--- src/rtl/piso_output_fifo_if.sv ---
// Handshake bundle for the serialiser: parallel word input, flush, serial bit output and status.
// The driver side (adder result path) uses master; the serialiser uses slave.
interface piso_output_fifo_if #(
  parameter int WIDTH = 32,
  parameter int DEPTH = 4
);
  logic                         flush_in;
  logic [WIDTH-1:0]             parallel_in;
  logic                         wr_in;
  logic                         input_rdy;
  logic                         output_read_in;
  logic                         output_rdy;
  logic                         serial_out;
  logic                         serial_valid;
  logic                         serial_last;
  logic [$clog2(DEPTH+1)-1:0]   fifo_level;

  modport master (
    output flush_in, parallel_in, wr_in, output_read_in,
    input  input_rdy, output_rdy, serial_out, serial_valid, serial_last, fifo_level
  );

  modport slave (
    input  flush_in, parallel_in, wr_in, output_read_in,
    output input_rdy, output_rdy, serial_out, serial_valid, serial_last, fifo_level
  );
endinterface

--- src/rtl/piso_output_fifo.sv ---
// Word FIFO plus shift stage serialising FP adder results bit by bit, back-to-back words with no gap.
// Latency: write to first serial bit is 2 edges; writes are refused (input_rdy=0) while the FIFO is full.

module sync_fifo #(
  parameter int WIDTH = 32,
  parameter int DEPTH = 4
) (
  input  logic                       clk,
  input  logic                       rst,
  input  logic                       clr,
  input  logic                       push_vld,
  input  logic [WIDTH-1:0]           push_dat,
  input  logic                       pop_rdy,
  output logic [WIDTH-1:0]           head_dat,
  output logic [$clog2(DEPTH+1)-1:0] level,
  output logic                       full,
  output logic                       empty
);
  localparam int PW = $clog2(DEPTH);
  localparam int LW = $clog2(DEPTH+1);
  localparam logic [LW-1:0] LVL_FULL = LW'(DEPTH);
  localparam logic [LW-1:0] LVL_ONE  = LW'(1);
  localparam logic [PW-1:0] PTR_ONE  = PW'(1);

  logic [WIDTH-1:0] mem [DEPTH];
  logic [PW-1:0]    wr_ptr;
  logic [PW-1:0]    rd_ptr;
  logic             do_push;
  logic             do_pop;

  assign full     = (level == LVL_FULL);
  assign empty    = (level == '0);
  assign do_push  = push_vld && !full;
  assign do_pop   = pop_rdy && !empty;
  assign head_dat = mem[rd_ptr];

  // DEPTH is a power of two, so pointers wrap naturally
  always_ff @(posedge clk) begin
    if (rst || clr) begin
      wr_ptr <= '0;
      rd_ptr <= '0;
      level  <= '0;
    end else begin
      if (do_push) wr_ptr <= wr_ptr + PTR_ONE;
      if (do_pop)  rd_ptr <= rd_ptr + PTR_ONE;
      case ({do_push, do_pop})
        2'b10:   level <= level + LVL_ONE;
        2'b01:   level <= level - LVL_ONE;
        default: level <= level;
      endcase
    end
  end

  always_ff @(posedge clk) begin
    if (do_push && !rst && !clr) mem[wr_ptr] <= push_dat;
  end
endmodule

module piso_output_fifo #(
  parameter int WIDTH     = 32,
  parameter int DEPTH     = 4,
  parameter bit MSB_FIRST = 1'b0
) (
  input  logic               clk_in,
  input  logic               rst_in,
  piso_output_fifo_if.slave  bus
);
  localparam int CW = $clog2(WIDTH);
  localparam logic [CW-1:0] CNT_LAST = CW'(WIDTH-1);
  localparam logic [CW-1:0] CNT_ONE  = CW'(1);

  typedef enum logic {SH_EMPTY, SH_LOADED} sh_state_t;

  sh_state_t        state_q;
  sh_state_t        state_d;
  logic [WIDTH-1:0] shift_q;
  logic [WIDTH-1:0] shift_d;
  logic [CW-1:0]    cnt_q;
  logic [CW-1:0]    cnt_d;
  logic [WIDTH-1:0] head_dat;
  logic             fifo_full;
  logic             fifo_empty;
  logic             do_shift;
  logic             last_shift;
  logic             pop;
  logic             cur_bit;

  sync_fifo #(.WIDTH(WIDTH), .DEPTH(DEPTH)) u_fifo (
    .clk      (clk_in),
    .rst      (rst_in),
    .clr      (bus.flush_in),
    .push_vld (bus.wr_in),
    .push_dat (bus.parallel_in),
    .pop_rdy  (pop),
    .head_dat (head_dat),
    .level    (bus.fifo_level),
    .full     (fifo_full),
    .empty    (fifo_empty)
  );

  assign bus.input_rdy  = !fifo_full;
  assign bus.output_rdy = (state_q == SH_LOADED);
  assign cur_bit        = MSB_FIRST ? shift_q[WIDTH-1] : shift_q[0];

  always_comb begin
    state_d    = state_q;
    shift_d    = shift_q;
    cnt_d      = cnt_q;
    do_shift   = bus.output_read_in && (state_q == SH_LOADED);
    last_shift = do_shift && (cnt_q == CNT_LAST);
    // refill on the same edge the final bit leaves, so consecutive words have no bubble
    pop        = !fifo_empty && ((state_q == SH_EMPTY) || last_shift);
    if (do_shift) begin
      shift_d = MSB_FIRST ? {shift_q[WIDTH-2:0], 1'b0} : {1'b0, shift_q[WIDTH-1:1]};
      cnt_d   = cnt_q + CNT_ONE;
    end
    if (pop) begin
      state_d = SH_LOADED;
      shift_d = head_dat;
      cnt_d   = '0;
    end else if (last_shift) begin
      state_d = SH_EMPTY;
      cnt_d   = '0;
    end
  end

  always_ff @(posedge clk_in) begin
    if (rst_in || bus.flush_in) begin
      state_q          <= SH_EMPTY;
      shift_q          <= '0;
      cnt_q            <= '0;
      bus.serial_out   <= 1'b0;
      bus.serial_valid <= 1'b0;
      bus.serial_last  <= 1'b0;
    end else begin
      state_q          <= state_d;
      shift_q          <= shift_d;
      cnt_q            <= cnt_d;
      if (do_shift) bus.serial_out <= cur_bit;
      bus.serial_valid <= do_shift;
      bus.serial_last  <= last_shift;
    end
  end
endmodule

--- src/flat_wrapper.sv ---
// flat-port wrapper written by rule: the top's interface ports become plain ports
module piso_output_fifo_flat 
#(
  parameter int WIDTH     = 32,
  parameter int DEPTH     = 4,
  parameter bit MSB_FIRST = 1'b0
)
  (clk_in, rst_in, bus_flush_in, bus_parallel_in, bus_wr_in, bus_output_read_in, bus_input_rdy, bus_output_rdy, bus_serial_out, bus_serial_valid, bus_serial_last, bus_fifo_level);
  piso_output_fifo_if #(.WIDTH(WIDTH), .DEPTH(DEPTH)) bus_i ();
  input  logic clk_in;
  input  logic rst_in;
  input wire logic [$bits(bus_i.flush_in)-1:0] bus_flush_in;
  input wire logic [$bits(bus_i.parallel_in)-1:0] bus_parallel_in;
  input wire logic [$bits(bus_i.wr_in)-1:0] bus_wr_in;
  input wire logic [$bits(bus_i.output_read_in)-1:0] bus_output_read_in;
  output wire logic [$bits(bus_i.input_rdy)-1:0] bus_input_rdy;
  output wire logic [$bits(bus_i.output_rdy)-1:0] bus_output_rdy;
  output wire logic [$bits(bus_i.serial_out)-1:0] bus_serial_out;
  output wire logic [$bits(bus_i.serial_valid)-1:0] bus_serial_valid;
  output wire logic [$bits(bus_i.serial_last)-1:0] bus_serial_last;
  output wire logic [$bits(bus_i.fifo_level)-1:0] bus_fifo_level;
  assign bus_i.flush_in = bus_flush_in;
  assign bus_i.parallel_in = bus_parallel_in;
  assign bus_i.wr_in = bus_wr_in;
  assign bus_i.output_read_in = bus_output_read_in;
  assign bus_input_rdy = bus_i.input_rdy;
  assign bus_output_rdy = bus_i.output_rdy;
  assign bus_serial_out = bus_i.serial_out;
  assign bus_serial_valid = bus_i.serial_valid;
  assign bus_serial_last = bus_i.serial_last;
  assign bus_fifo_level = bus_i.fifo_level;
  piso_output_fifo #(.WIDTH(WIDTH), .DEPTH(DEPTH), .MSB_FIRST(MSB_FIRST)) u_core (.clk_in(clk_in), .rst_in(rst_in), .bus(bus_i));
endmodule
--- config.mk ---
export PLATFORM = sky130hd
export DESIGN_NAME = piso_output_fifo_flat
export DESIGN_NICKNAME = d
export VERILOG_FILES = /design/src/rtl/piso_output_fifo_if.sv /design/src/rtl/piso_output_fifo.sv /design/src/flat_wrapper.sv
export SDC_FILE = /design/constraint.sdc
export NUM_CORES = 1
export LEC_CHECK = 0
export ABC_AREA = 1
export BUFFER_PORTS_ARGS = -buffer_cell sky130_fd_sc_hd__buf_2
export CORE_MARGIN = 2
export CORE_UTILIZATION = 60
export DETAILED_ROUTE_END_ITERATION = 10
export MAX_ROUTING_LAYER = met4
export PLACE_DENSITY = 0.79
export REMOVE_ABC_BUFFERS = 1
export SYNTH_ARGS = -nofsm -noshare
export SYNTH_HDL_FRONTEND = slang
export SYNTH_HIERARCHICAL = 1
export SYNTH_SLANG_ARGS = --single-unit
--- constraint.sdc ---
create_clock -name clk_in -period 2.9 [get_ports clk_in]
set_clock_uncertainty 0.1 [all_clocks]
set_input_delay 0.435 -clock clk_in [delete_from_list [all_inputs] [get_ports clk_in]]
set_output_delay 0.435 -clock clk_in [all_outputs]
set_load 0.005 [all_outputs]
==> impl_results.md <==
- DRC Markers: 0
- Ant diodes: 0
- Final hold vios: 0
- Max Cap Viol: 0
- Wirelength per Cell: 16.87 um
- Rows: 40
- RSZ-0062 raised after global routing: no
- Final Hold Slack: 0.1201 ns
- Clock transition at path regs: 0.06 ns
- Syn_area_per_cell: 10.49 um^2
- Pleak: 3.171 nW
- Share of layout cells above drive strength 1: 13.48%
- Number of setup buffers added after CTS: 0
- Run status: finished, final reports clean
- P_int: 4.653 mW
- Worst path arrival time: 2.80 ns
- Initial antenna violation count: 0
- DR vias/cell: 5.776
- CTS Buf Count: 17
- Slew margin rel.: 56.14%
- CTS root buf: clkbuf_16
- Combinational share of power: 5.3%
- Total track usage: 25.06%
- Vias in the first global route: 5071
- Flops & latches, synth: 178
- CTS tree: yes
- Power, Total: 5.816 mW
- Pin count of the biggest net entering global routing: 65
- Gp weighted congestion: 0.7934
- Clk pwr share: 46.7%
- Worst-Skew Late Latency: 0.42 ns
- PortBufs: 44
- Number of fill cells: 828
- Sequential share of power: 48.1%
- Final Util: 69.27%
- Final setup viols: 0
- Max Fclk: 0.3884 GHz
- Ys async rst share: 0%
- GRT Residual Overflow: 0
- Synth-to-Final Area Change: 13.00%
- Sequential fraction of the synthesis area: 65.79%
- Ys Warns: 6
- 1st-pass router iterations: 5
- Clock sink count: 178
- Via count: 5175
- NumNets Final: 781
- Worst-Margin Slew: 0.6580 ns
- Minimum clock period: 2.575 ns
- First-pass GRT wire length: 24520 um
- H-tree levels: 4
- Fin crit share: 88.79%
- Peak supply drop: 0.0005397 V
- Required @ worst endpoint: 3.13 ns
- Cells after synthesis: 702
- Sw Pwr: 1.163 mW
- 1st-iter DRT viols: 577
- ANT nets after route: 0
- Core area: 12010 um^2
- Ports: 45
- Setup CP Type: reg -> reg
- Full die area: 13170 um^2
- DP Wirelength: 8400 um
- Top FF cell, synth: edfxtp_1
- Post-synth cell types: 26
- Synthesized area: 7363 um^2
- Slew Limit Fails: 0
- Setup slack after layout: 0.3250 ns
- Clock tree buffer depth: 2
- Power per Cell Area: 699.0 nW/um^2
- Cts hold-fix bufs: 0
- Starting Density: 61.30%
- Number of synthesized flops with an enable pin: 128
- Die W: 114.8 um
- Critical Path Source Type: flop
- Height of the die: 114.8 um
- Post-DP Area: 7610 um^2
- Sw frac: 20.00%
- Min-Delay Path Class: in -> reg
- Post-place setup slack: 0.3815 ns
- Final instance area: 8320 um^2
- Final wirelength: 15110 um
- Critical Path End Type: flop
- Critical Path Fanout Max: 4
- Resize count post-CTS: 0
[layer usage]
layer,global-route usage [%],share of wire (%),vias to the layer above
met1,29.48,41,2502
met4,9.799,2.1,0
met5,-,0,-
met3,5.693,5.1,28
li1,-,-,2485
met2,42.21,52,160
[final cells by class]
class | instances | area, um^2 | area share [%]
tap | 147 | 183.9 | 2.211
sequential | 178 | 4846 | 58.24
timing repair buffer | 57 | 330.3 | 3.970
inverter | 56 | 217.7 | 2.617
clock buffer | 17 | 425.4 | 5.113
clock inverter | 15 | 285.3 | 3.429
multi-input combinational | 426 | 2032 | 24.42
[power groups by stage]
stage	sequential (mW)	clock, mW	combinational, mW
finish	2.80	2.71	0.306
detailed placement	2.85	0	0.302
floorplan	2.85	0	0.186
global route	2.80	2.86	0.344
CTS	2.80	2.74	0.306
global placement	2.85	0	0.284
[flip-flops by register name, indices dropped and copies added (netlist names), named ones only]
name and count:
u_core/bus.output_rdy 1, u_core/bus.serial_last 1, u_core/bus.serial_out 1, u_core/bus.serial_valid 1, u_core/cnt_q 5, u_core/shift_q 32
u_core/u_fifo/level 3, u_core/u_fifo/mem 128, u_core/u_fifo/rd_ptr 2, u_core/u_fifo/wr_ptr 2
[per-stage QoR]
| step | instances | TNS [ns] |
|---|---|---|
| 2_1_floorplan | 660 | -8.471 |
| 6_report | 896 | 0 |
| 3_5_place_dp | 864 | 0 |
| 5_1_grt | 896 | 0 |
| 4_1_cts | 896 | 0 |
| 3_3_place_gp | 864 | 0 |
[layout by cell type, fill, tap and decap left out, drive strengths merged, types with 5 or more instances in the layout]
master / instances
o21ai: 67
dfxtp: 50
nand3: 72
edfxtp: 128
nand2: 115
nor2: 85
buf: 57
clkbuf: 17
ha: 7
a21oi: 42
bufinv: 8
clkinv: 5
o22ai: 32
inv: 55
[Yosys cell counts, types with 2 or more instances]
| master | number | area share (%) |
|---|---|---|
| nand3_2 | 3 | 0.41 |
| edfxtp_1 | 128 | 52 |
| dfxtp_1 | 50 | 14 |
| buf_6 | 12 | 1.8 |
| clkinv_1 | 2 | 0.10 |
| inv_1 | 52 | 2.7 |
| nand2_1 | 115 | 5.9 |
| a21oi_1 | 42 | 2.9 |
| ha_1 | 7 | 1.2 |
| o21ai_0 | 39 | 2.7 |
| buf_4 | 5 | 0.51 |
| buf_1 | 2 | 0.10 |
| clkbuf_1 | 11 | 0.56 |
| o22ai_1 | 32 | 2.7 |
| nand3_1 | 69 | 4.7 |
| nor2_1 | 84 | 4.3 |
| xor2_1 | 2 | 0.24 |
| buf_2 | 12 | 0.82 |
| o21ai_1 | 28 | 1.9 |
[cells by family after synthesis]
| family | synth area share (%) |
|---|---|
| AOI/OAI and AO/OA | 10.13 |
| xor gates and xnor gates | 0.2379 |
| adders and majority gates | 1.461 |
| buffers and inverters | 6.780 |
| DFF | 65.79 |
| and+or+nand+nor | 15.60 |
[worst max-delay path, cell delays in order, from the launching register on]
cell     delay [ns]
dfxtp_1        0.38
ha_1           0.19
nand2_1        0.06
nor2_1         0.09
ha_1           0.16
nand3_2        0.09
nand2_1        0.11
nand2_2        0.06
inv_1          0.11
inv_1          0.05
nor2_1         0.10
ha_1           0.17
inv_1          0.07
fa_1           0.37
inv_1          0.07
nand2_1        0.08
nand3_1        0.08
nand2_1        0.05
inv_1          0.05
nor2_1         0.04
[final timing paths]
path                                 from                                  end  slack, ns  depth (start not counted)
max reg2reg  u_core/cnt_q[0]$_SDFFE_PP0P_  u_core/u_fifo/level[2]$_SDFFE_PP0P_       0.33                         19
max          u_core/cnt_q[0]$_SDFFE_PP0P_  u_core/u_fifo/level[2]$_SDFFE_PP0P_       0.33                         19
min                   bus_parallel_in[30]   u_core/u_fifo/mem[1][30]$_DFFE_PP_       0.12                          1
min reg2reg  u_core/cnt_q[4]$_SDFFE_PP0P_         u_core/cnt_q[4]$_SDFFE_PP0P_       0.38                          2
No activity file was read; power rests on OpenSTA's default activity.
